--- config.mk ---
export PLATFORM = sky130hd
export DESIGN_NAME = adc_spi_sampler_flat
export DESIGN_NICKNAME = d
export VERILOG_FILES = /design/src/rtl/adc_spi_sampler_if.sv /design/src/rtl/adc_spi_sampler.sv /design/src/flat_wrapper.sv
export SDC_FILE = /design/constraint.sdc
export NUM_CORES = 1
export LEC_CHECK = 0
export CAP_MARGIN = 20
export CORE_MARGIN = 2
export CORE_UTILIZATION = 45
export CTS_BUF_LIST = sky130_fd_sc_hd__clkbuf_8
export DETAILED_ROUTE_END_ITERATION = 12
export GPL_TIMING_DRIVEN = 0
export PLACE_DENSITY = 0.66
export SYNTH_ARGS = -nofsm -noshare
export SYNTH_HDL_FRONTEND = slang
export SYNTH_SLANG_ARGS = --single-unit
export TNS_END_PERCENT = 30
--- constraint.sdc ---
create_clock -name clk -period 2.6 [get_ports clk]
set_clock_uncertainty 0.05 [all_clocks]
set_input_delay 0.39 -clock clk [delete_from_list [all_inputs] [get_ports clk]]
set_output_delay 0.39 -clock clk [all_outputs]
set_load 0.02 [all_outputs]
--- src/rtl/adc_spi_sampler_if.sv ---
// ADC sampler bus: control input, serial ADC pins and the parallel sample output.
// master = sampler side, slave = ADC/consumer side.
// clk and rst are kept outside the interface.
interface adc_spi_sampler_if;
   logic        en;
   logic        adc_sdo;
   logic        adc_cs_n;
   logic        adc_sclk;
   logic [11:0] ADC;
   logic        clkFs;
   logic        frame_err;

   modport master (
      input  en, adc_sdo,
      output adc_cs_n, adc_sclk, ADC, clkFs, frame_err
   );

   modport slave (
      output en, adc_sdo,
      input  adc_cs_n, adc_sclk, ADC, clkFs, frame_err
   );
endinterface

--- src/rtl/adc_spi_sampler.sv ---
// Drives a 12-bit serial ADC (16-clock frame, 4 leading zeros) once per FS_DIV cycles
// and presents the result as ADC plus a FS_HIGH-cycle clkFs level strobe.
// Every output is registered; there is no backpressure, and a sample is produced each period while en=1.
module adc_spi_sampler #(
   parameter int CLK_DIV = 4,
   parameter int FS_DIV  = 1000,
   parameter int FS_HIGH = 8
) (
   input  logic               clk,
   input  logic               rst,
   adc_spi_sampler_if.master  bus
);

   localparam int CNT_W = $clog2(FS_DIV);
   localparam int DIV_W = (CLK_DIV > 1) ? $clog2(CLK_DIV) : 1;
   localparam int FSH_W = $clog2(FS_HIGH);

   typedef enum logic [2:0] {IDLE, SETUP, SHIFT, DONE, STROBE} state_t;

   state_t             state, state_nxt;
   logic [CNT_W-1:0]   cnt;
   logic [DIV_W-1:0]   div_cnt, div_nxt;
   logic               half, half_nxt;
   logic [3:0]         bit_cnt, bit_nxt;
   logic [15:0]        sh, sh_nxt;
   logic [FSH_W-1:0]   fs_cnt, fs_cnt_nxt;
   logic               cs_n_q, cs_n_nxt;
   logic               sclk_q, sclk_nxt;
   logic [11:0]        adc_q, adc_nxt;
   logic               fs_q, fs_nxt;
   logic               err_q, err_nxt;
   logic               div_last;

   assign div_last = (div_cnt == DIV_W'(CLK_DIV - 1));

   // Free-running sample-period counter; t=0 is where a new frame may start.
   always_ff @(posedge clk or posedge rst) begin
      if (rst)
         cnt <= '0;
      else if (cnt == CNT_W'(FS_DIV - 1))
         cnt <= '0;
      else
         cnt <= cnt + 1'b1;
   end

   // State and output registers; all next values come from the decode below.
   always_ff @(posedge clk or posedge rst) begin
      if (rst) begin
         state   <= IDLE;
         div_cnt <= '0;
         half    <= 1'b0;
         bit_cnt <= '0;
         sh      <= '0;
         fs_cnt  <= '0;
         cs_n_q  <= 1'b1;
         sclk_q  <= 1'b1;
         adc_q   <= '0;
         fs_q    <= 1'b0;
         err_q   <= 1'b0;
      end else begin
         state   <= state_nxt;
         div_cnt <= div_nxt;
         half    <= half_nxt;
         bit_cnt <= bit_nxt;
         sh      <= sh_nxt;
         fs_cnt  <= fs_cnt_nxt;
         cs_n_q  <= cs_n_nxt;
         sclk_q  <= sclk_nxt;
         adc_q   <= adc_nxt;
         fs_q    <= fs_nxt;
         err_q   <= err_nxt;
      end
   end

   // Frame sequencing: outputs are decoded one cycle early so the pins come straight from flops.
   always_comb begin
      state_nxt  = state;
      div_nxt    = div_cnt;
      half_nxt   = half;
      bit_nxt    = bit_cnt;
      sh_nxt     = sh;
      fs_cnt_nxt = fs_cnt;
      cs_n_nxt   = 1'b1;
      sclk_nxt   = 1'b1;
      adc_nxt    = adc_q;
      fs_nxt     = 1'b0;
      err_nxt    = err_q;
      case (state)
         IDLE: begin
            if (cnt == '0 && bus.en) begin
               state_nxt = SETUP;
               div_nxt   = '0;
               cs_n_nxt  = 1'b0;
            end
         end
         SETUP: begin
            cs_n_nxt = 1'b0;
            if (div_last) begin
               state_nxt = SHIFT;
               div_nxt   = '0;
               half_nxt  = 1'b0;
               bit_nxt   = '0;
               sclk_nxt  = 1'b0;
            end else begin
               div_nxt = div_cnt + 1'b1;
            end
         end
         SHIFT: begin
            cs_n_nxt = 1'b0;
            sclk_nxt = half;
            if (div_last) begin
               div_nxt = '0;
               if (!half) begin
                  // Capture on the cycle sclk is driven high; data has been stable for the whole low phase.
                  half_nxt = 1'b1;
                  sh_nxt   = {sh[14:0], bus.adc_sdo};
                  sclk_nxt = 1'b1;
               end else if (bit_cnt == 4'd15) begin
                  state_nxt = DONE;
                  cs_n_nxt  = 1'b1;
                  sclk_nxt  = 1'b1;
               end else begin
                  bit_nxt  = bit_cnt + 1'b1;
                  half_nxt = 1'b0;
                  sclk_nxt = 1'b0;
               end
            end else begin
               div_nxt = div_cnt + 1'b1;
            end
         end
         DONE: begin
            // A nonzero leading bit means a corrupted frame: keep the old sample and suppress the strobe.
            if (sh[15:12] == 4'd0) begin
               state_nxt  = STROBE;
               adc_nxt    = sh[11:0];
               err_nxt    = 1'b0;
               fs_nxt     = 1'b1;
               fs_cnt_nxt = '0;
            end else begin
               state_nxt = IDLE;
               err_nxt   = 1'b1;
            end
         end
         STROBE: begin
            if (fs_cnt == FSH_W'(FS_HIGH - 1)) begin
               state_nxt = IDLE;
            end else begin
               fs_cnt_nxt = fs_cnt + 1'b1;
               fs_nxt     = 1'b1;
            end
         end
         default: state_nxt = IDLE;
      endcase
   end

   assign bus.adc_cs_n  = cs_n_q;
   assign bus.adc_sclk  = sclk_q;
   assign bus.ADC       = adc_q;
   assign bus.clkFs     = fs_q;
   assign bus.frame_err = err_q;

endmodule

--- src/flat_wrapper.sv ---
// flat-port wrapper written by rule: the top's interface ports become plain ports
module adc_spi_sampler_flat 
#(
   parameter int CLK_DIV = 4,
   parameter int FS_DIV  = 1000,
   parameter int FS_HIGH = 8
)
  (clk, rst, bus_en, bus_adc_sdo, bus_adc_cs_n, bus_adc_sclk, bus_ADC, bus_clkFs, bus_frame_err);
  adc_spi_sampler_if bus_i ();
  input  logic clk;
  input  logic rst;
  input wire logic [$bits(bus_i.en)-1:0] bus_en;
  input wire logic [$bits(bus_i.adc_sdo)-1:0] bus_adc_sdo;
  output wire logic [$bits(bus_i.adc_cs_n)-1:0] bus_adc_cs_n;
  output wire logic [$bits(bus_i.adc_sclk)-1:0] bus_adc_sclk;
  output wire logic [$bits(bus_i.ADC)-1:0] bus_ADC;
  output wire logic [$bits(bus_i.clkFs)-1:0] bus_clkFs;
  output wire logic [$bits(bus_i.frame_err)-1:0] bus_frame_err;
  assign bus_i.en = bus_en;
  assign bus_i.adc_sdo = bus_adc_sdo;
  assign bus_adc_cs_n = bus_i.adc_cs_n;
  assign bus_adc_sclk = bus_i.adc_sclk;
  assign bus_ADC = bus_i.ADC;
  assign bus_clkFs = bus_i.clkFs;
  assign bus_frame_err = bus_i.frame_err;
  adc_spi_sampler #(.CLK_DIV(CLK_DIV), .FS_DIV(FS_DIV), .FS_HIGH(FS_HIGH)) u_core (.clk(clk), .rst(rst), .bus(bus_i));
endmodule
==> out/results.txt, run 1 <==
R2R cell count -> 5
CP Cell Sequence -> ha_1 > nand3_1 > nor2_1 > buf_2 > mux2_2
Critical Path RT -> 2.74 ns
Post-synth EDFFs -> 0
# rows -> 26
CTS tree -> done
Fraction of layout cells with a size suffix above 1 -> 19.1%
Root Driver -> clkbuf_8
Sequential power share -> 64.4%
Clock sink count -> 55
Largest net degree at the start of global routing -> 35
Slowest stage cell, crit path -> nor2_1
Clock power share -> 33.5%
VDD IR-drop max -> 0.000335 V
Initial drt markers -> 75
CP max stage delay -> 0.46 ns
CP Capture Type -> flip-flop
Core ar. -> 5170 µm²
Worst-path clk slew -> 0.09 ns
Max clock buf depth -> 2
Grt total ovfl -> 0
Starting Density -> 47.3%
Outcome -> finished, final reports clean
Final worst slack -> 0.386 ns
Max-cap violations -> 0
Yosys reg bits -> 55
Register area -> 1380 µm²
CP Max Fanout -> 10
Cells after synthesis -> 203
Port bufs -> 19
Final min period -> 2.21 ns
Num CTS Buffers -> 5
Fill cells -> 447
Hold Buf Count CTS -> 0
Pwr dens -> 474 nW/µm²
Initial antenna violation count -> 0
# nets final -> 240
Total Die Area -> 6040 µm²
Comb pwr share -> 2.1%
Drt via density -> 5.21
Type of origin of the critical path -> flip-flop
Post CTS Setup Buffer Count -> 0
Vias -> 1564
Final setup fails -> 0
Most frequent cells in the layout -> dfrtp_1, mux2_2, clkdlybuf4s50_1, nor2_1, nand2_1
Clk Latency, worst-skew pair -> 0.30 ns
Final ANT Viol Nets -> 0
Final core occ -> 54.6%
Vias in the first global route -> 1578
Drt pass-1 iters -> 4
# IOs -> 20
Min-delay worst type -> input pin to asynchronous set/reset pin
Int Power -> 1.05 mW
Setup tns final -> 0 ns
Total GRT Usage -> 14.7%
Worst EP arrival -> 2.36 ns
Avg Inst Size Synth -> 12.0 µm²
WL/cell -> 13.1 µm
Yosys cell types -> 42
Ys async rst share -> 100%
RSZ-0062 raised after global routing -> false
Die X -> 77.7 µm
Inserted Diodes -> 0
Final wirelength -> 3940 µm
Placed Area -> 2740 µm²
Most common cell after layout, fill and taps aside -> dfrtp_1
Dpl ws -> 0.350 ns
Area Growth Syn to Fin -> 15.5%
DRC viols -> 0
Placer congestion estimate -> 0.819
Post-route cell area -> 2830 µm²
Tcrit/Tclk final -> 85.2%
H-tree depth -> 2
Slew headroom -> 65.2%
Syn. warnings -> 0
Slew @ Worst Pin -> 0.520 ns
Synth Flop Type -> dfrtp_1
Mapped Area -> 2450 µm²
Area of the multi-input gates -> 986 µm²
Seq/Total Area, Yosys -> 56.4%
Switching pwr -> 0.284 mW
Die Y -> 77.7 µm
Final Slew Violations -> 0
Sw frac -> 21.2%
Fmax achieved -> 452 MHz
Post_cts resized -> 0
Final hold vios -> 0
Crit path kind -> flip-flop to flip-flop
Post-Syn Nets -> 213
DPL Wire Length -> 2780 µm
First-pass GRT wire length -> 7140 µm
Leakage -> 1.30 nW
-- synthesized netlist by cell type, types with 2 or more instances --
library cell | instances | area share [%]
nor2_1 | 18 | 2.8
nand2_1 | 14 | 2.1
inv_1 | 7 | 1.1
mux2_4 | 4 | 2.5
nor4_1 | 3 | 0.77
dfstp_2 | 2 | 2.1
dfrtp_1 | 53 | 54
mux2_2 | 24 | 11
o41ai_1 | 2 | 0.72
clkbuf_1 | 5 | 0.77
a22o_1 | 4 | 1.4
and3_1 | 2 | 0.51
nand3_1 | 11 | 2.3
nand2b_1 | 4 | 1.0
xor2_1 | 2 | 0.72
nor2b_1 | 2 | 0.51
ha_1 | 6 | 3.1
a21oi_1 | 4 | 0.82
o21ai_0 | 8 | 1.6
xnor2_1 | 5 | 1.8
nand3b_1 | 2 | 0.61
-- state kept, by name (all words and copies together), names as in the netlist --
name,count
u_core.div_cnt,2
u_core.cnt,10
u_core.sh,16
u_core.fs_cnt,3
u_core.bus.ADC,12
u_core.bus.clkFs,1
u_core.state,3
u_core.bus.frame_err,1
u_core.bus.adc_sclk,1
u_core.bus.adc_cs_n,1
u_core.bit_cnt,4
u_core.half,1
-- logic make-up (layout without fill, tap and decap cells) --
kind of cell	count (synthesis)	count (layout)	synth area share, %
and+or+nand+nor	64	64	13.1
DFF	55	55	56.4
AOI/OAI and AO/OA	28	28	8.08
muxes	28	28	13.5
buffers and inverters	15	42	3.32
xor gates and xnor gates	7	7	2.51
adders and majority gates	6	6	3.07
-- per-layer routing --
layer | track usage [%] | part of all wire [%] | vias up
met2 | 23.8 | 48 | 14
li1 | - | - | 778
met5 | 0 | 0 | -
met4 | 4.82 | 1.4 | 0
met3 | 3.37 | 2.2 | 5
met1 | 19.6 | 48 | 767
-- worst max-delay path: cells and delay by family, from the launching register on --
kind	cells	cell delay, ns
fa+ha+maj	1	0.30
buf+inv	1	0.34
flops	1	0.38
mux	1	0.36
simple gates	2	0.68
-- final timing paths --
check,from,endpoint,slack (ns)
max in group asynchronous,rst,u_core.bus.adc_cs_n$_DFF_PP1_,1.55
worst min-delay path,rst,u_core.bus.ADC[3]$_DFFE_PP0P_,0.36
worst min register to register,u_core.bus.frame_err$_DFFE_PP0N_,u_core.bus.frame_err$_DFFE_PP0N_,0.44
worst max-delay path,u_core.div_cnt[0]$_DFFE_PP0P_,u_core.sh[4]$_DFFE_PP0P_,0.39
worst max register to register,u_core.div_cnt[0]$_DFFE_PP0P_,u_core.sh[4]$_DFFE_PP0P_,0.39
min in group clk,u_core.bus.frame_err$_DFFE_PP0N_,u_core.bus.frame_err$_DFFE_PP0N_,0.44
-- area by class of cell --
cell class                 instances  share of cell area, %
buffer                             8                   1.95
clock buffer                       5                   2.43
clock inverter                     2                  0.487
inverter                           7                  0.930
multi-input combinational        133                   34.9
sequential                        55                   48.8
tap                               70                   3.10
timing repair buffer              20                   7.44
-- per-stage QoR --
| step | power (mW) | hold slack [ns] | instances |
|---|---|---|---|
| after floorplan | 0.895 | 0.405 | 203 |
| after global placement | 0.906 | 0.428 | 292 |
| after detailed placement | 0.910 | 0.429 | 293 |
| after CTS | 1.37 | 0.373 | 300 |
| after global routing | 1.40 | 0.411 | 300 |
| final | 1.34 | 0.361 | 300 |
-- power groups by stage --
stage	Sequential, mW	Clock, mW	Combinational, mW
after floorplan	0.879	0	0.0168
after global placement	0.880	0	0.0263
after detailed placement	0.880	0	0.0302
after CTS	0.863	0.472	0.0304
after global routing	0.863	0.507	0.0339
final	0.863	0.448	0.0283
Note: power is estimated with default switching activity, not from simulation.
==> run 2, diff against run 1 <==
==> constraint.sdc (replaced) <==
create_clock -name clk -period 2.13 [get_ports clk]
set_clock_uncertainty 0.05 [all_clocks]
set_input_delay 0.3195 -clock clk [delete_from_list [all_inputs] [get_ports clk]]
set_output_delay 0.3195 -clock clk [all_outputs]
set_load 0.02 [all_outputs]
==> run 2 against run 1 <==
Effect of this change:
- flip-flop and latch count unchanged
- non-clock buffer count unchanged
- clock-buffer cell count unchanged
- sequential power increased by 22%
- hold slack got worse by 0.070 ns
==> out/results.txt, run 2 (synthesized netlist as in run 1, its figures left out) <==
Worst EP arrival -> 2.13 ns (was 2.36 ns)
Worst-path clk slew -> 0.09 ns (about the same)
Total Die Area -> 6040 µm² (unchanged)
Largest net degree at the start of global routing -> 35 (unchanged)
Drt pass-1 iters -> 5 (was 4)
# IOs -> 20 (unchanged)
Final wirelength -> 3970 µm (was 3940 µm)
Max-cap violations -> 0 (unchanged)
Worst R2R Start -> u_core.sh[13]$_DFFE_PP0P_ (was u_core.div_cnt[0]$_DFFE_PP0P_)
Inserted Diodes -> 0 (unchanged)
Starting Density -> 47.3% (unchanged)
Outcome -> finished, final reports clean (unchanged)
WL/cell -> 13.2 µm (was 13.1 µm)
Slew @ Worst Pin -> 0.466 ns (was 0.520 ns)
Sequential power share -> 64.4% (about the same)
Critical Path RT -> 2.27 ns (was 2.74 ns)
Switching pwr -> 0.347 mW (was 0.284 mW)
Initial drt markers -> 75 (unchanged)
Tcrit/Tclk final -> 93.3% (was 85.2%)
Sw frac -> 21.2% (about the same)
Reg2Reg Setup Slack -> 0.14 ns (was 0.39 ns)
Clock power share -> 33.5% (about the same)
# rows -> 26 (unchanged)
Min-delay worst type -> input pin to asynchronous set/reset pin (unchanged)
Drt via density -> 5.26 (was 5.21)
Fmax achieved -> 503 MHz (was 452 MHz)
CP Cell Sequence -> or4_1 > or3_1 > buf_6 > buf_12 > mux2_4 (was ha_1 > nand3_1 > nor2_1 > buf_2 > mux2_2)
Reg with most FFs -> u_core.sh (unchanged)
R2R cell count -> 5 (unchanged)
Fraction of layout cells with a size suffix above 1 -> 20.0% (was 19.1%)
CP Depth -> 5 (unchanged)
H-tree depth -> 2 (unchanged)
Slew headroom -> 68.9% (was 65.2%)
Clk Latency, worst-skew pair -> 0.30 ns (about the same)
Most frequent cells in the layout -> dfrtp_1, mux2_2, clkdlybuf4s50_1, nor2_1, nand2_1 (unchanged)
Max clock buf depth -> 2 (unchanged)
Final min period -> 1.99 ns (was 2.21 ns)
Int Power -> 1.29 mW (was 1.05 mW)
Grt total ovfl -> 0 (unchanged)
Port bufs -> 19 (unchanged)
Most common cell after layout, fill and taps aside -> dfrtp_1 (unchanged)
Comb pwr share -> 2.1% (about the same)
Crit path max-delay family -> simple AND/OR/NAND/NOR gates (unchanged)
Leakage -> 1.30 nW (about the same)
Worst Setup EP -> u_core.bus.ADC[1]$_DFFE_PP0P_ (was u_core.sh[4]$_DFFE_PP0P_)
Final setup fails -> 0 (unchanged)
CP Capture Type -> flip-flop (unchanged)
Final ANT Viol Nets -> 0 (unchanged)
Total GRT Usage -> 14.7% (unchanged)
CP startpoint -> u_core.sh[13]$_DFFE_PP0P_ (was u_core.div_cnt[0]$_DFFE_PP0P_)
Crit path kind -> flip-flop to flip-flop (unchanged)
Die X -> 77.7 µm (unchanged)
Final core occ -> 54.9% (was 54.6%)
CP Max Fanout -> 10 (unchanged)
Vias in the first global route -> 1578 (unchanged)
Setup tns final -> 0 ns (unchanged)
Vias -> 1578 (was 1564)
Dpl ws -> -0.120 ns (was 0.350 ns)
Die Y -> 77.7 µm (unchanged)
CP max stage delay -> 0.51 ns (was 0.46 ns)
Final hold vios -> 0 (unchanged)
Pwr dens -> 576 nW/µm² (was 474 nW/µm²)
Hold Buf Count CTS -> 0 (unchanged)
Total power -> 1.64 mW (was 1.34 mW)
Number of flip-flops under the largest register name -> 16 (unchanged)
Initial antenna violation count -> 0 (unchanged)
Final Slew Violations -> 0 (unchanged)
RSZ-0062 raised after global routing -> false (unchanged)
VDD IR-drop max -> 0.000409 V (was 0.000335 V)
Clock sink count -> 55 (unchanged)
First-pass GRT wire length -> 7140 µm (unchanged)
Placer congestion estimate -> 0.819 (unchanged)
DPL Wire Length -> 2780 µm (unchanged)
Core ar. -> 5170 µm² (unchanged)
CP bufs+invs -> 2 (was 1)
Type of origin of the critical path -> flip-flop (unchanged)
Root Driver -> clkbuf_8 (unchanged)
Slowest stage cell, crit path -> or4_1 (was nor2_1)
DRC viols -> 0 (unchanged)
Area Growth Syn to Fin -> 16.1% (was 15.5%)
Final worst slack -> 0.142 ns (was 0.386 ns)
# nets final -> 240 (unchanged)
Fill cells -> 444 (was 447)
Num CTS Buffers -> 5 (unchanged)
CTS tree -> done (unchanged)
R2R Path End -> u_core.bus.ADC[1]$_DFFE_PP0P_ (was u_core.sh[4]$_DFFE_PP0P_)
-- run 2: cell types whose count changed in the layout (fill, tap and decap cells not counted) --
| cell | previous run | this run |
|---|---|---|
| nand3_1 | 11 | 10 |
| nand3_2 | 0 | 1 |
| nor2_1 | 18 | 17 |
| nor2_4 | 0 | 1 |
-- run 2: power groups by stage --
stage                     Sequential, mW  Clock, mW  Combinational [mW]
final                               1.05      0.548              0.0345
after global routing                1.05      0.619              0.0413
after CTS                           1.05      0.577              0.0371
after global placement              1.07          0              0.0321
after floorplan                     1.07          0              0.0205
after detailed placement            1.07          0              0.0369
-- run 2: what timing repair did --
action,4_1_cts,5_1_grt
setup buffers,0,0
pin swaps,0,0
endpoints found under the setup margin,10,10
resized for setup,1,2
-- run 2: layout make-up --
type                    instances  area [µm²]  share of cell area, %
inverters                       7        26.3                  0.926
well taps                      70        87.6                   3.09
flip-flops and latches         55        1380                   48.6
multi-input cells             133         998                   35.2
repair buffers                 20         210                   7.40
plain buffers                   8        55.1                   1.94
clock inverters                 2        13.8                  0.485
clock buffers                   5        68.8                   2.42
-- run 2: metrics by stage --
step,std cells,hold WS [ns],cell area (µm²)
5_1_grt,300,0.340,2840
3_3_place_gp,292,0.428,2720
6_report,300,0.291,2840
3_5_place_dp,293,0.429,2740
2_1_floorplan,203,0.405,2450
4_1_cts,300,0.303,2830
-- run 2: layer usage --
layer	track usage, %	share of wire (%)	vias up
li1	-	-	778
met5	0	0	-
met1	19.6	47	777
met2	23.8	48	18
met4	4.82	1.4	0
met3	3.37	2.6	5
-- run 2: worst reg2reg max path, cell delays in order (launching register included) --
cell and delay, ns:
dfrtp_1 0.40, or4_1 0.51, or3_1 0.33, buf_6 0.16, buf_12 0.14, mux2_4 0.29
-- run 2: worst min path at each step --
stage / from / to / slack [ns]
after floorplan: u_core.cnt[0]$_DFF_PP0_ / u_core.cnt[0]$_DFF_PP0_ / 0.40
final: rst / u_core.bus.ADC[3]$_DFFE_PP0P_ / 0.29
after CTS: rst / u_core.bus.ADC[4]$_DFFE_PP0P_ / 0.30
after global routing: rst / u_core.bus.ADC[5]$_DFFE_PP0P_ / 0.34
after global placement: u_core.bus.frame_err$_DFFE_PP0N_ / u_core.bus.frame_err$_DFFE_PP0N_ / 0.43
after detailed placement: u_core.bus.frame_err$_DFFE_PP0N_ / u_core.bus.frame_err$_DFFE_PP0N_ / 0.43
==> run 3, diff against run 2 <==
==> constraint.sdc (replaced) <==
create_clock -name clk -period 2.2 [get_ports clk]
set_clock_uncertainty 0.05 [all_clocks]
set_input_delay 0.33 -clock clk [delete_from_list [all_inputs] [get_ports clk]]
set_output_delay 0.33 -clock clk [all_outputs]
set_load 0.02 [all_outputs]
==> run 3 against run 2 <==
Effect of this change:
- via count fell by 0.63%
- first-iteration DRC count fell by 12%
- setup slack improved by 0.068 ns
- total power fell by 3.2%
- critical endpoint is now u_core.sh[4]$_DFFE_PP0P_
- maximum frequency fell by 0.10%
- critical path depth did not move
- die area did not move
- final area fell by 0.18%
- register-to-register slack improved by 0.07 ns
- clock power fell by 3%
==> out/results.txt, run 3 (synthesized netlist as in run 1, its figures left out) <==
Outcome -> finished, final reports clean (unchanged)
Slowest stage cell, crit path -> dfrtp_1 (was or4_1)
VDD IR-drop max -> 0.000396 V (was 0.000409 V)
Worst-path clk slew -> 0.09 ns (about the same)
Reg with most FFs -> u_core.sh (unchanged)
CP bufs+invs -> 1 (was 2)
RSZ-0062 raised after global routing -> false (unchanged)
Leakage -> 1.30 nW (about the same)
Final core occ -> 54.8% (was 54.9%)
Vias in the first global route -> 1578 (unchanged)
Num CTS Buffers -> 5 (unchanged)
Fmax achieved -> 503 MHz (about the same)
Total GRT Usage -> 14.7% (unchanged)
Grt total ovfl -> 0 (unchanged)
Die Y -> 77.7 µm (unchanged)
CP Depth -> 5 (unchanged)
Clock sink count -> 55 (unchanged)
Worst EP arrival -> 2.13 ns (about the same)
CTS tree -> done (unchanged)
# nets final -> 240 (unchanged)
Setup tns final -> 0 ns (unchanged)
CP Max Fanout -> 10 (unchanged)
CP Cell Sequence -> ha_1 > nand3_1 > nor2_4 > buf_2 > mux2_2 (was or4_1 > or3_1 > buf_6 > buf_12 > mux2_4)
Largest net degree at the start of global routing -> 35 (unchanged)
Inserted Diodes -> 0 (unchanged)
CP max stage delay -> 0.38 ns (was 0.51 ns)
Final worst slack -> 0.210 ns (was 0.142 ns)
Final hold vios -> 0 (unchanged)
H-tree depth -> 2 (unchanged)
Slew @ Worst Pin -> 0.466 ns (unchanged)
Dpl cells -> 293 (unchanged)
Final min period -> 1.99 ns (about the same)
Final std cells w/o fill -> 300 (unchanged)
Core ar. -> 5170 µm² (unchanged)
Slew headroom -> 68.9% (unchanged)
Crit path max-delay family -> simple AND/OR/NAND/NOR gates (unchanged)
Pwr dens -> 559 nW/µm² (was 576 nW/µm²)
Min-delay worst type -> input pin to asynchronous set/reset pin (unchanged)
Placer congestion estimate -> 0.819 (unchanged)
Fraction of layout cells with a size suffix above 1 -> 19.6% (was 20.0%)
Fill cells -> 445 (was 444)
Final setup fails -> 0 (unchanged)
Critical Path RT -> 2.34 ns (was 2.27 ns)
Max clock buf depth -> 2 (unchanged)
Reg2Reg Setup Slack -> 0.21 ns (was 0.14 ns)
DRC viols -> 0 (unchanged)
Vias -> 1568 (was 1578)
Area Growth Syn to Fin -> 15.9% (was 16.1%)
Type of origin of the critical path -> flip-flop (unchanged)
Drt pass-1 iters -> 4 (was 5)
Hold Buf Count CTS -> 0 (unchanged)
Max-cap violations -> 0 (unchanged)
Port bufs -> 19 (unchanged)
Final ANT Viol Nets -> 0 (unchanged)
Number of flip-flops under the largest register name -> 16 (unchanged)
Drt via density -> 5.23 (was 5.26)
Starting Density -> 47.3% (unchanged)
Final wirelength -> 3930 µm (was 3970 µm)
Tcrit/Tclk final -> 90.4% (was 93.3%)
Dpl ws -> -0.0500 ns (was -0.120 ns)
Initial antenna violation count -> 0 (unchanged)
Most common cell after layout, fill and taps aside -> dfrtp_1 (unchanged)
Die X -> 77.7 µm (unchanged)
First-pass GRT wire length -> 7140 µm (unchanged)
Clk Latency, worst-skew pair -> 0.30 ns (about the same)
Post CTS Setup Buffer Count -> 0 (unchanged)
Final Slew Violations -> 0 (unchanged)
Crit path kind -> flip-flop to flip-flop (unchanged)
Root Driver -> clkbuf_8 (unchanged)
DPL Wire Length -> 2780 µm (unchanged)
R2R cell count -> 5 (unchanged)
Initial drt markers -> 66 (was 75)
Most frequent cells in the layout -> dfrtp_1, mux2_2, clkdlybuf4s50_1, nor2_1, nand2_1 (unchanged)
# rows -> 26 (unchanged)
Total Die Area -> 6040 µm² (unchanged)
CP Capture Type -> flip-flop (unchanged)
WL/cell -> 13.1 µm (was 13.2 µm)
# IOs -> 20 (unchanged)
[run 3: cell counts in the layout (fill, tap and decap cells not counted)]
Identical to the previous run, type by type.
[run 3: routing by layer]
metal	up-vias	track usage [%]	part of all wire, %
li1	779	-	-
met1	765	19.6	48
met2	19	23.8	48
met3	5	3.37	2.6
met4	0	4.82	1.4
met5	-	0	0
[run 3: layout make-up]
cell class / count / area (µm²) / area share, %
timing repair buffer: 20 / 210 / 7.42
sequential: 55 / 1380 / 48.7
inverter: 7 / 26.3 / 0.927
tap: 70 / 87.6 / 3.09
buffer: 8 / 55.1 / 1.94
clock buffer: 5 / 68.8 / 2.43
multi-input combinational: 133 / 993 / 35.1
clock inverter: 2 / 13.8 / 0.486
[run 3: what timing repair did]
item	CTS	global route
endpoints found under the setup margin	10	10
pin swaps	0	0
resized for setup	1	1
[run 3: metrics by stage]
step                      hold WS (ns)  power, mW  instance area, µm²
after floorplan                  0.405       1.06                2450
after global placement           0.428       1.07                2720
after detailed placement         0.429       1.08                2740
after CTS                        0.313       1.61                2830
after global routing             0.351       1.66                2830
final                            0.301       1.58                2830
[run 3: path summary, 6_finish.rpt]
kind / end / from
worst max-delay path: u_core.sh[4]$_DFFE_PP0P_ / u_core.div_cnt[0]$_DFFE_PP0P_
worst min-delay path: u_core.bus.ADC[3]$_DFFE_PP0P_ / rst
worst max register to register: u_core.sh[4]$_DFFE_PP0P_ / u_core.div_cnt[0]$_DFFE_PP0P_
worst min register to register: u_core.bus.frame_err$_DFFE_PP0N_ / u_core.bus.frame_err$_DFFE_PP0N_
max in group asynchronous: u_core.bus.adc_cs_n$_DFF_PP1_ / rst
min in group clk: u_core.bus.frame_err$_DFFE_PP0N_ / u_core.bus.frame_err$_DFFE_PP0N_
[run 3: report_power, final]
part,internal [mW],switching [mW],total (mW)
sequential,1.02,0.00361,1.02
combinational,0.0125,0.0208,0.0333
clock,0.218,0.312,0.530
total,1.25,0.336,1.58
